<file path="src/rtl/wide_add_pkg.sv">
// Shared constants and state type for the slice-serial wide adder.
// Defaults give a 64-bit add built from four 16-bit passes.
package wide_add_pkg;

    localparam int DEF_N_SLICE = 16;
    localparam int DEF_WORDS   = 4;

    typedef enum logic [1:0] {
        IDLE = 2'd0,
        CALC = 2'd1,
        DONE = 2'd2
    } state_e;

endpackage

</file>
<file path="src/rtl/cla_unit.sv">
// Parallel-prefix carry lookahead: turns per-bit propagate/generate plus a
// carry-in into every internal carry, c_o[i] being the carry into bit i.
module cla_unit #(
    parameter int N = 16
) (
    input  logic [N-1:0] p_i,
    input  logic [N-1:0] g_i,
    input  logic         c_i,
    output logic [N:0]   c_o
);

    localparam int LEVELS = (N > 1) ? $clog2(N) : 0;

    logic [LEVELS:0][N-1:0] gs;
    logic [LEVELS:0][N-1:0] ps;

    // Kogge-Stone style: at level l each bit merges the group 2^(l-1) below it,
    // so after LEVELS steps gs/ps cover the whole span down to bit 0.
    always_comb begin
        gs    = '0;
        ps    = '0;
        gs[0] = g_i;
        ps[0] = p_i;
        for (int l = 1; l <= LEVELS; l++) begin
            for (int i = 0; i < N; i++) begin
                if (i >= (1 << (l - 1))) begin
                    gs[l][i] = gs[l-1][i] | (ps[l-1][i] & gs[l-1][i - (1 << (l - 1))]);
                    ps[l][i] = ps[l-1][i] & ps[l-1][i - (1 << (l - 1))];
                end else begin
                    gs[l][i] = gs[l-1][i];
                    ps[l][i] = ps[l-1][i];
                end
            end
        end
    end

    always_comb begin
        c_o    = '0;
        c_o[0] = c_i;
        for (int i = 0; i < N; i++) begin
            c_o[i+1] = gs[LEVELS][i] | (ps[LEVELS][i] & c_i);
        end
    end

endmodule

</file>
<file path="src/rtl/wide_add_sequencer_slice_adder.sv">
// One N-bit adder slice: sum and carry-out via the lookahead unit, plus the
// carry into the top bit so the caller can derive signed overflow.
module slice_adder #(
    parameter int N = 16
) (
    input  logic [N-1:0] a_i,
    input  logic [N-1:0] b_i,
    input  logic         cin_i,
    output logic [N-1:0] sum_o,
    output logic         cout_o,
    output logic         cmsb_o
);

    logic [N-1:0] p;
    logic [N-1:0] g;
    logic [N:0]   c;

    assign p = a_i ^ b_i;
    assign g = a_i & b_i;

    cla_unit #(.N(N)) u_cla (
        .p_i (p),
        .g_i (g),
        .c_i (cin_i),
        .c_o (c)
    );

    assign sum_o  = p ^ c[N-1:0];
    assign cout_o = c[N];
    assign cmsb_o = c[N-1];

endmodule

</file>
<file path="src/rtl/wide_add_sequencer.sv">
// W-bit add/subtract computed one N_SLICE-bit slice per cycle through a single
// shared slice adder, with a valid/ready handshake on both sides.
module wide_add_sequencer
    import wide_add_pkg::*;
#(
    parameter int N_SLICE = DEF_N_SLICE,
    parameter int WORDS   = DEF_WORDS
) (
    input  logic                       clk,
    input  logic                       rst_n,
    input  logic                       in_valid,
    output logic                       in_ready,
    input  logic [N_SLICE*WORDS-1:0]   a,
    input  logic [N_SLICE*WORDS-1:0]   b,
    input  logic                       cin,
    input  logic                       op_sub,
    output logic                       out_valid,
    input  logic                       out_ready,
    output logic [N_SLICE*WORDS-1:0]   sum,
    output logic                       cout,
    output logic                       overflow
);

    localparam int W     = N_SLICE * WORDS;
    localparam int IDX_W = (WORDS > 1) ? $clog2(WORDS) : 1;
    localparam logic [IDX_W-1:0] LAST_IDX = IDX_W'(WORDS - 1);

    state_e           state_q, state_d;
    logic [W-1:0]     a_q, a_d;
    logic [W-1:0]     b_q, b_d;
    logic [W-1:0]     sum_q, sum_d;
    logic             carry_q, carry_d;
    logic             cout_q, cout_d;
    logic             ovf_q, ovf_d;
    logic [IDX_W-1:0] idx_q, idx_d;

    logic [N_SLICE-1:0] slice_a;
    logic [N_SLICE-1:0] slice_b;
    logic [N_SLICE-1:0] slice_sum;
    logic               slice_cout;
    logic               slice_cmsb;

    assign slice_a = a_q[idx_q*N_SLICE +: N_SLICE];
    assign slice_b = b_q[idx_q*N_SLICE +: N_SLICE];

    slice_adder #(.N(N_SLICE)) u_slice (
        .a_i    (slice_a),
        .b_i    (slice_b),
        .cin_i  (carry_q),
        .sum_o  (slice_sum),
        .cout_o (slice_cout),
        .cmsb_o (slice_cmsb)
    );

    // Operands are captured at accept with B already inverted for subtract, so
    // the CALC loop is a plain add and later input changes cannot leak in.
    always_comb begin
        state_d   = state_q;
        a_d       = a_q;
        b_d       = b_q;
        sum_d     = sum_q;
        carry_d   = carry_q;
        cout_d    = cout_q;
        ovf_d     = ovf_q;
        idx_d     = idx_q;
        in_ready  = 1'b0;
        out_valid = 1'b0;

        unique case (state_q)
            IDLE: begin
                in_ready = 1'b1;
                if (in_valid) begin
                    a_d     = a;
                    b_d     = op_sub ? ~b : b;
                    carry_d = op_sub | cin;
                    idx_d   = '0;
                    state_d = CALC;
                end
            end
            CALC: begin
                sum_d[idx_q*N_SLICE +: N_SLICE] = slice_sum;
                carry_d = slice_cout;
                if (idx_q == LAST_IDX) begin
                    cout_d  = slice_cout;
                    ovf_d   = slice_cmsb ^ slice_cout;
                    idx_d   = '0;
                    state_d = DONE;
                end else begin
                    idx_d = idx_q + 1'b1;
                end
            end
            DONE: begin
                out_valid = 1'b1;
                if (out_ready) begin
                    state_d = IDLE;
                end
            end
            default: begin
                state_d = IDLE;
            end
        endcase
    end

    always_ff @(posedge clk or negedge rst_n) begin
        if (!rst_n) begin
            state_q <= IDLE;
            a_q     <= '0;
            b_q     <= '0;
            sum_q   <= '0;
            carry_q <= 1'b0;
            cout_q  <= 1'b0;
            ovf_q   <= 1'b0;
            idx_q   <= '0;
        end else begin
            state_q <= state_d;
            a_q     <= a_d;
            b_q     <= b_d;
            sum_q   <= sum_d;
            carry_q <= carry_d;
            cout_q  <= cout_d;
            ovf_q   <= ovf_d;
            idx_q   <= idx_d;
        end
    end

    assign sum      = sum_q;
    assign cout     = cout_q;
    assign overflow = ovf_q;

endmodule
</file>
<file path="config.mk">
export PLATFORM = sky130hd
export DESIGN_NAME = wide_add_sequencer
export DESIGN_NICKNAME = d
export VERILOG_FILES = /design/src/rtl/wide_add_pkg.sv /design/src/rtl/cla_unit.sv /design/src/rtl/wide_add_sequencer_slice_adder.sv /design/src/rtl/wide_add_sequencer.sv
export SDC_FILE = /design/constraint.sdc
export NUM_CORES = 1
export LEC_CHECK = 0
export CAP_MARGIN = 20
export CELL_PAD_IN_SITES_DETAIL_PLACEMENT = 1
export CELL_PAD_IN_SITES_GLOBAL_PLACEMENT = 2
export CORE_UTILIZATION = 35
export CTS_CLUSTER_DIAMETER = 120
export DETAILED_ROUTE_END_ITERATION = 12
export HOLD_SLACK_MARGIN = 0.03
export PLACE_DENSITY = 0.89
export SYNTH_ARGS = -nofsm -noshare
export SYNTH_HDL_FRONTEND = slang
export SYNTH_SLANG_ARGS = --single-unit
</file>
<file path="constraint.sdc">
create_clock -name clk -period 5.5 [get_ports clk]
set_clock_uncertainty 0.2 [all_clocks]
set_input_delay 0.55 -clock clk [delete_from_list [all_inputs] [get_ports clk]]
set_output_delay 0.55 -clock clk [all_outputs]
set_load 0.01 [all_outputs]
</file>
==> results.ini, run 1 <==
[synth]
synthesis.area_mm2 = 0.00963
synth_top_area_frac = 0.517
syn-num-nets = 1085
ys_ff_latch = 199
syn_area_per_cell_um2 = 10.4
ys.flop_type = dfrtp_1
synth-edff-count = 0
postSynth.asyncResetShare = 1.00
yosysTopAreaCell = dfrtp_1
synth_top_cells_by_area = dfrtp_1, nand2_1, mux4_2, xnor2_1, o21ai_0
yosysSeqAreaShare = 0.517
yosysWarnings = 0
synth_cells = 927
post_synth_num_cell_types = 62

[detailed_routing]
drt-initial-drc-count = 459
finalWirelength_um = 27600
firstDrtPassIters = 4
routedWlPerCell_um = 19.0
num_vias = 7356
ant_nets = 0
drc = 0
via_per_inst = 5.06

[power]
combPwrFrac = 0.553
switching_share = 0.454
power.leakage_nw = 5.52
p_per_area_mw_per_mm2 = 661
power.switching_mw = 3.74
finalPower_mw = 8.25
clkPwrFrac = 0.144
power_frac_seq = 0.303
ir_worst_vdd_mv = 0.360
p_int_mw = 4.50

[layout]
multi_input_area_mm2 = 0.00441
seq_area_mm2 = 0.00498
num_antenna_cells = 0
final.fill_count = 2957
drive_above_1_share = 0.0836
fin_nets = 1257
design_area_mm2 = 0.0125
fin_util = 0.463
syn_to_final_growth_pct = 29.6

[worst_setup_path]
arrival_ps = 4250
crit_path_top_delay_cell = dfrtp_2
worstPathMaxFanout = 25
path_class = flop to flop
cp-start-kind = flop
critPathRequiredTime_ps = 5620
rrSetupSlack_ps = 1370
path_cells = buf_4 -> mux4_2 -> ha_1 -> a21oi_2 -> a21oi_1 -> a311oi_1 -> o41ai_4 -> xor2_2 -> a22o_1
critPathCaptureType = flop
slowest_delay_ps = 920

[global_route]
overflow = 0
grt_pass1_wl_um = 43900
gr-usage-all-layers = 0.203
grt_start_max_net_pins = 118
antenna_found_initial = 0
grt_pass1_vias = 7845

[clock_tree]
worstSkewPairLatency_ps = 440
cts_tree = done
postCtsSetupBuffers = 0
post_cts_resized = 0
cts.sinks = 199
cts_buffers = 17
cts_max_path_buffers = 2
cts-root-buf = clkbuf_16
path_clk_slew_ps = 70
h-tree-depth = 4
hold_buffers = 0

[status]
status = finished clean

[timing]
min_period_ps = 4130
min_period_over_period = 0.751
max_freq_ghz = 0.242
setup_ws_ps = 1370
rsz0062_at_grt = no
finalHoldViolCount = 0
tightestPinTransition_ps = 1060
timing.final.max_slew_violations = 0
setup_viol = 0
fin_tns_setup_ps = 0
slew_headroom = 0.290

[floorplanning]
pin_count = 202
rows = 60
dieArea_mm2 = 0.0282
core_mm2 = 0.0270
die_y_um = 168
die_w_um = 168
start_util = 0.357

[place]
dpl_cell_area_mm2 = 0.0119
place.gp.congestion = 0.849
pre_cts_slack_ps = 1350
detailed_place_hpwl_um = 20200
io_buffers = 201

[flow_run]
maxCapViolations = 0

[min_path]
hold_class = input port to asynchronous set/reset pin

## cell usage in the layout (no fill, tap or decap), drive strengths merged, types with 5 or more instances in the layout
cell type,synthesis,layout
a21o,7,7
a21oi,15,15
a22o,44,44
and2,5,5
buf,16,8
clkbuf,39,22
clkdlybuf4s50,0,199
clkinv,0,5
dfrtp,199,199
ha,23,23
inv,10,13
mux4,32,32
nand2,290,290
nand3,13,13
nor2,11,11
o21ai,92,92
or3,5,5
xnor2,71,71
## power by group through the flow
stage,Combinational [mW],Sequential (mW),Clock [mW]
4_1_cts,4.57,2.51,1.22
5_1_grt,4.99,2.58,1.27
2_1_floorplan,3.15,2.34,0
3_3_place_gp,4.41,2.51,0
6_report,4.56,2.50,1.19
3_5_place_dp,4.54,2.53,0
## synth_stat cells, drive strengths merged (5+ instances only)
| cell type | n |
|---|---|
| nand2 | 290 |
| dfrtp | 199 |
| o21ai | 92 |
| xnor2 | 71 |
| a22o | 44 |
| clkbuf | 39 |
| mux4 | 32 |
| ha | 23 |
| buf | 16 |
| a21oi | 15 |
| nand3 | 13 |
| nor2 | 11 |
| inv | 10 |
| a21o | 7 |
| and2 | 5 |
| or3 | 5 |
## area by class of cell
type	count	area share
Clock buffer	21	0.0353
Inverter	10	0.00301
Timing Repair Buffer	208	0.167
Sequential cell	199	0.399
Clock inverter	11	0.00802
Tap cell	341	0.0342
Multi-Input combinational cell	663	0.354
## state kept, by name (all words and copies together) (netlist names)
name	flops
carry_q	1
idx_q	2
overflow	1
b_q	64
sum	64
cout	1
state_q	2
a_q	64
## worst max-delay path, delay by kind of cell (launching register included)
kind	cells	cell delay [ps]
xor+xnor	1	210
buf+inv	1	430
fa+ha+maj	1	450
flops	1	920
compound gates	5	1230
mux	1	540
## worst paths after layout
check / from / end / cells past startpoint
max: idx_q[0] / sum[63] / 9
min: rst_n / sum[18] / 1
min reg2reg: a_q[35] / a_q[35] / 2
max reg2reg: idx_q[0] / sum[63] / 9
max in group asynchronous: rst_n / b_q[0] / 2
min in group clk: a_q[35] / a_q[35] / 2
## metal layers
layer,share of wire,GRT usage,wire (um),vias to the layer above
li1,-,-,-,3524
met1,0.45,0.273,12500,3637
met2,0.49,0.335,13400,174
met3,0.041,0.0334,1120,21
met4,0.018,0.0638,502,0
met5,0,0,0,-
## kinds of logic after synthesis
| family | after synthesis | share of synthesized area |
|---|---|---|
| XOR/XNOR | 75 | 0.0690 |
| buffers and inverters | 65 | 0.0269 |
| adder cells (fa/ha/maj) | 24 | 0.0320 |
| AND/OR/NAND/NOR | 341 | 0.143 |
| AO/OA/AOI/OAI | 190 | 0.136 |
| flip-flops | 199 | 0.517 |
| multiplexers | 33 | 0.0759 |
## per-stage QoR
stage / hold slack (ps) / std cells
3_5_place_dp: 260 / 1421
3_3_place_gp: 255 / 1420
6_report: 53.2 / 1453
4_1_cts: 98.4 / 1453
5_1_grt: 123 / 1453
2_1_floorplan: 54.4 / 927
Power figures use the tool's default switching activity.
==> run 2, diff against run 1 <==
CORE_UTILIZATION = 32   (was 35)
PLACE_DENSITY = 0.82   (was 0.89)
clock period = 4.2 ns   (was 5.5 ns; I/O delays follow)
==> run 2 against run 1 <==
Non-clock buffer count increased by 9; sequential cell count unchanged; cell area grew 1.6%; register-to-register slack lost 1000 ps; critical path depth is the same; largest cell class unchanged; first-iteration DRC count increased by 30%; sequential share of layout area decreased by 0.64 points; wire length about the same; clock power increased by 42%; total power increased by 33%; maximum frequency grew 6.6%; sequential power rose by 28%.
==> results.ini, run 2 (same netlist as run 1, synthesis figures left out) <==
[power]
p_per_area_mw_per_mm2 = 868  ; was 661 mW/mm^2
power.leakage_nw = 5.61  ; was 5.52 nW
ir_worst_vdd_mv = 0.377  ; was 0.360 mV
finalPower_mw = 11.0  ; was 8.25 mW

[detailed_routing]
ant_nets = 0  ; unchanged
finalWirelength_um = 27500  ; was 27600 um
via_per_inst = 4.90  ; was 5.06
drc = 0  ; unchanged
firstDrtPassIters = 5  ; was 4
num_vias = 7398  ; was 7356
drt-initial-drc-count = 598  ; was 459
routedWlPerCell_um = 18.2  ; was 19.0 um

[worst_setup_path]
rrSetupSlack_ps = 330  ; was 1370 ps
r2r-start = idx_q[0]  ; unchanged
crit_path_start = idx_q[0]  ; unchanged
crit_path_top_delay_cell = dfrtp_2  ; unchanged
critPathCaptureType = flop  ; unchanged
path_cells = buf_12 -> mux4_2 -> ha_1 -> a21oi_1 -> nand3b_2 -> o31ai_4 -> o21bai_1 -> xor2_1 -> a22o_1  ; was buf_4 -> mux4_2 -> ha_1 -> a21oi_2 -> a21oi_1 -> a311oi_1 -> o41ai_4 -> xor2_2 -> a22o_1
r2r_cells = 9  ; unchanged
path_class = flop to flop  ; unchanged
critPathRequiredTime_ps = 4370  ; was 5620 ps
r2r-end = sum[11]  ; was sum[63]
cp-start-kind = flop  ; unchanged
arrival_ps = 4050  ; was 4250 ps
worstPathMaxFanout = 21  ; was 25
slowest_delay_ps = 780  ; was 920 ps

[layout]
num_antenna_cells = 0  ; unchanged
final.fill_count = 3270  ; was 2957
final_common_cell = nand2_1  ; unchanged
drive_above_1_share = 0.0910  ; was 0.0836
final_cell_mix = nand2_1, clkdlybuf4s50_1, dfrtp_1  ; unchanged
syn_to_final_growth_pct = 31.7  ; was 29.6%
fin_nets = 1266  ; was 1257

[global_route]
antenna_found_initial = 0  ; unchanged
grt_start_max_net_pins = 114  ; was 118
gr-usage-met1 = 0.255  ; was 0.273
grt_use_met3 = 0.0301  ; was 0.0334
met2_usage = 0.313  ; was 0.335
overflow = 0  ; unchanged
grt_pass1_wl_um = 44200  ; was 43900 um
grt.busiest_layer = met2  ; unchanged
grt_pass1_vias = 7813  ; was 7845
gr-usage-all-layers = 0.187  ; was 0.203

[place]
pre_cts_slack_ps = 302  ; was 1350 ps
io_buffers = 201  ; unchanged
detailed_place_hpwl_um = 20600  ; was 20200 um
place.gp.congestion = 0.825  ; was 0.849

[clock_tree]
path_clk_slew_ps = 80  ; was 70 ps
cts.sinks = 199  ; unchanged
cts_max_path_buffers = 2  ; unchanged
cts_buffers = 17  ; unchanged
cts_tree = done  ; unchanged
postCtsSetupBuffers = 0  ; unchanged
post_cts_resized = 0  ; unchanged
h-tree-depth = 4  ; unchanged
hold_buffers = 1  ; was 0
worstSkewPairLatency_ps = 440  ; about the same
cts-root-buf = clkbuf_16  ; unchanged

[floorplanning]
rows = 63  ; was 60
pin_count = 202  ; unchanged
dieArea_mm2 = 0.0308  ; was 0.0282 mm^2
die_w_um = 175  ; was 168 um
core_mm2 = 0.0296  ; was 0.0270 mm^2
die_y_um = 175  ; was 168 um
start_util = 0.325  ; was 0.357

[timing]
max_freq_ghz = 0.258  ; was 0.242 GHz
min_period_over_period = 0.922  ; was 0.751
slew_headroom = 0.327  ; was 0.290
setup_viol = 0  ; unchanged
rsz0062_at_grt = no  ; unchanged
timing.hold.ws_ps = 275  ; was 53.2 ps
tightestPinTransition_ps = 1010  ; was 1060 ps
setup_ws_ps = 326  ; was 1370 ps
min_period_ps = 3870  ; was 4130 ps
timing.final.max_slew_violations = 0  ; unchanged
fin_tns_setup_ps = 0  ; unchanged
finalHoldViolCount = 0  ; unchanged

[min_path]
hold_class = flop to flop  ; was input port to asynchronous set/reset pin
hold_start = a_q[53]
min_to = a_q[53]
min_path_cells = 2

[flow_run]
maxCapViolations = 0  ; unchanged

[status]
status = finished clean  ; unchanged

==> run 2: final cells by class <==
cell class	count	area, um^2	share of cell area
Inverter	10	37.5	0.00296
Sequential cell	199	4980	0.393
Timing Repair Buffer	217	2170	0.171
Clock buffer	17	425	0.0335
Multi-Input combinational cell	663	4400	0.347
Clock inverter	15	179	0.0141
Tap cell	390	488	0.0385
==> run 2: layer usage <==
metal  share of wire  routed length [um]
met5               0                   0
met4          0.0075                 206
met3           0.039                1090
met2            0.49               13500
met1            0.46               12800
==> run 2: worst max-delay path by stage <==
stage,end,slack (ps),cells past startpoint
after floorplan,sum[13],600,11
after global placement,sum[45],390,9
after detailed placement,sum[43],300,9
after CTS,sum[11],310,9
after global routing,sum[41],70,8
final,sum[11],330,9
==> run 2: through the flow <==
| step | std cells | util | cell area, um^2 |
|---|---|---|---|
| final | 1511 | 0.428 | 12700 |
| after CTS | 1511 | 0.428 | 12700 |
| after detailed placement | 1478 | 0.407 | 12100 |
| after global routing | 1511 | 0.428 | 12700 |
| after global placement | 1478 | 0.407 | 12100 |
| after floorplan | 927 | - | 9630 |
==> run 2: report_power, final <==
group	switching, mW	internal, mW	leakage [nW]
sequential	0.520	2.68	2.55
clock	0.834	0.859	0.294
combinational	3.66	2.45	2.76
==> run 2: worst max-delay path, delay by kind of cell, from the launching register on <==
family	cells	cell delay (ps)
AOI/OAI and AO/OA	4	970
xor gates and xnor gates	1	470
adders and majority gates	1	400
buffers and inverters	1	280
DFF	1	780
muxes	1	550
and+or+nand+nor	1	150
==> run 3, diff against run 2 <==
GPL_TIMING_DRIVEN = 0   (was unset)
PLACE_DENSITY = 0.8   (was 0.82)
SLEW_MARGIN = 10   (was unset)
==> run 3 against run 2 <==
Total power up 2.0%; clock-buffer cell count up 3; cell area up 0.76%; die area unchanged; maximum frequency down 2.3%; combinational power up 4.9%; core utilization up 0.33 points; sequential share of layout area down 0.32 points; hold slack worse by 3.0 ps; largest cell class unchanged.
==> results.ini, run 3 (same netlist as run 1, synthesis figures left out) <==
[detailed_routing]
routedWlPerCell_um = 19.7  ; was 18.2 um
drt-initial-drc-count = 449  ; was 598
via_per_inst = 4.95  ; was 4.90
firstDrtPassIters = 5  ; unchanged
num_vias = 7683  ; was 7398
ant_nets = 0  ; unchanged
finalWirelength_um = 30600  ; was 27500 um
drc = 0  ; unchanged

[worst_setup_path]
arrival_ps = 4080  ; was 4050 ps
critPathCaptureType = flop  ; unchanged
rrSetupSlack_ps = 230  ; was 330 ps
cp-start-kind = flop  ; unchanged
critPathRequiredTime_ps = 4320  ; was 4370 ps
worstPathMaxFanout = 10  ; was 21
r2r-start = idx_q[1]  ; was idx_q[0]
r2r_cells = 10  ; was 9
r2r-end = sum[13]  ; was sum[11]
path_class = flop to flop  ; unchanged

[global_route]
overflow = 0  ; unchanged
grt_pass1_vias = 8127  ; was 7813
grt_pass1_wl_um = 47600  ; was 44200 um
gr-usage-all-layers = 0.207  ; was 0.187
antenna_found_initial = 0  ; unchanged
grt_start_max_net_pins = 106  ; was 114

[layout]
seq_area_mm2 = 0.00498  ; about the same
num_antenna_cells = 0  ; unchanged
final.fill_count = 3332  ; was 3270
final_common_cell = nand2_1  ; unchanged
drive_above_1_share = 0.0844  ; was 0.0910
fin_nets = 1306  ; was 1266
design_area_mm2 = 0.0128  ; was 0.0127 mm^2
syn_to_final_growth_pct = 32.7  ; was 31.7%
fin_cells = 1551  ; was 1511
multi_input_area_mm2 = 0.00440  ; about the same
final_cell_mix = nand2_1, dfrtp_1, clkdlybuf4s50_1  ; was nand2_1, clkdlybuf4s50_1, dfrtp_1

[status]
status = finished clean  ; unchanged

[floorplanning]
die_y_um = 175  ; unchanged
core_mm2 = 0.0296  ; unchanged
start_util = 0.325  ; unchanged
dieArea_mm2 = 0.0308  ; unchanged
die_w_um = 175  ; unchanged
pin_count = 202  ; unchanged
rows = 63  ; unchanged

[clock_tree]
cts_tree = done  ; unchanged
cts_max_path_buffers = 2  ; unchanged
worstSkewPairLatency_ps = 440  ; about the same
cts_buffers = 17  ; unchanged
path_clk_slew_ps = 70  ; was 80 ps
h-tree-depth = 4  ; unchanged
postCtsSetupBuffers = 0  ; unchanged
cts.sinks = 199  ; unchanged
cts-root-buf = clkbuf_16  ; unchanged

[power]
ir_worst_vdd_mv = 0.405  ; was 0.377 mV
power.leakage_nw = 5.63  ; was 5.61 nW
p_per_area_mw_per_mm2 = 878  ; was 868 mW/mm^2

[timing]
setup_viol = 0  ; unchanged
tightestPinTransition_ps = 903  ; was 1010 ps
timing.final.max_slew_violations = 0  ; unchanged
slew_headroom = 0.398  ; was 0.327
rsz0062_at_grt = no  ; unchanged
finalHoldViolCount = 0  ; unchanged
max_freq_ghz = 0.252  ; was 0.258 GHz
min_period_over_period = 0.945  ; was 0.922
fin_tns_setup_ps = 0  ; unchanged
min_period_ps = 3970  ; was 3870 ps

[place]
io_buffers = 200  ; was 201
dpl_cell_area_mm2 = 0.0122  ; was 0.0121 mm^2
place.gp.congestion = 0.817  ; was 0.825
post-place-cells = 1518  ; was 1478
detailed_place_hpwl_um = 23500  ; was 20600 um

[flow_run]
maxCapViolations = 0  ; unchanged

[min_path]
hold_class = input port to flop  ; was flop to flop
min_to = b_q[1]  ; was a_q[53]
hold_start = op_sub  ; was a_q[53]
min_path_cells = 3  ; was 2

-- run 3: cell count changes in the layout (fill, tap and decap cells not counted), moves of 2 or more --
| cell | delta |
|---|---|
| buf_4 | -10 |
| clkinv_8 | -2 |
| clkbuf_4 | +2 |
| dfrtp_1 | +2 |
| clkbuf_1 | +36 |
| dfrtp_2 | -2 |
| clkbuf_2 | +3 |
| buf_12 | -3 |
| buf_1 | +6 |
| buf_2 | +6 |
-- run 3: worst max-delay path by stage --
stage | end | slack (ps) | startpoint | depth (start not counted)
6_report | sum[13] | 230 | idx_q[1] | 10
5_1_grt | sum[29] | 40 | idx_q[1] | 11
4_1_cts | sum[59] | 20 | idx_q[0] | 10
3_5_place_dp | sum[9] | -380 | idx_q[0] | 9
3_3_place_gp | b_q[58] | -5990 | rst_n | 1
2_1_floorplan | sum[13] | 600 | idx_q[0] | 11
-- run 3: layer usage --
| layer | share of wire | vias up | wire (um) | GRT usage |
|---|---|---|---|---|
| met2 | 0.49 | 177 | 14900 | 0.348 |
| met3 | 0.034 | 21 | 1050 | 0.0290 |
| met4 | 0.014 | 0 | 433 | 0.0518 |
| met5 | 0 | - | 0 | 0 |
| li1 | - | 3625 | - | - |
| met1 | 0.46 | 3860 | 14200 | 0.281 |
-- run 3: cell type report --
type                    instances  area share
flip-flops and latches        199       0.390
multi-input cells             663       0.345
repair buffers                202       0.160
well taps                     390      0.0382
clock buffers                  20      0.0357
plain buffers                  55      0.0185
clock inverters                12      0.0105
inverters                      10     0.00294
-- run 3: critical path, stage by stage, from the launching register on --
cell	delay, ps
dfrtp_1	420
clkbuf_1	400
clkbuf_2	450
mux4_2	410
ha_1	460
nand3_1	190
or3_1	390
a211oi_2	280
mux2i_1	230
o2111a_2	320
o21ai_1	90
-- run 3: timing repair --
action / in CTS / in global routing
gates resized for setup: 6 / 8
hold buffers: 1 / 0
hold endpoints to repair: 94 / 0
endpoints found under the setup margin: 37 / 36
-- run 3: power breakdown --
| group | total, mW | internal [mW] | leakage, nW | switching (mW) |
|---|---|---|---|---|
| Combinational | 6.41 | 2.48 | 2.79 | 3.93 |
| Clock | 1.69 | 0.875 | 0.285 | 0.811 |
| Sequential | 3.12 | 2.68 | 2.55 | 0.442 |
-- run 3: per-stage QoR --
step           worst slack (ps)  hold slack [ps]   util  power (mW)
2_1_floorplan               599            -75.6      -        7.19
3_3_place_gp              -5990              254  0.409        9.35
3_5_place_dp               -384              260  0.410        9.51
4_1_cts                    20.8              269  0.431        11.3
5_1_grt                    40.4              296  0.431        12.0
6_report                    233              272  0.431        11.2
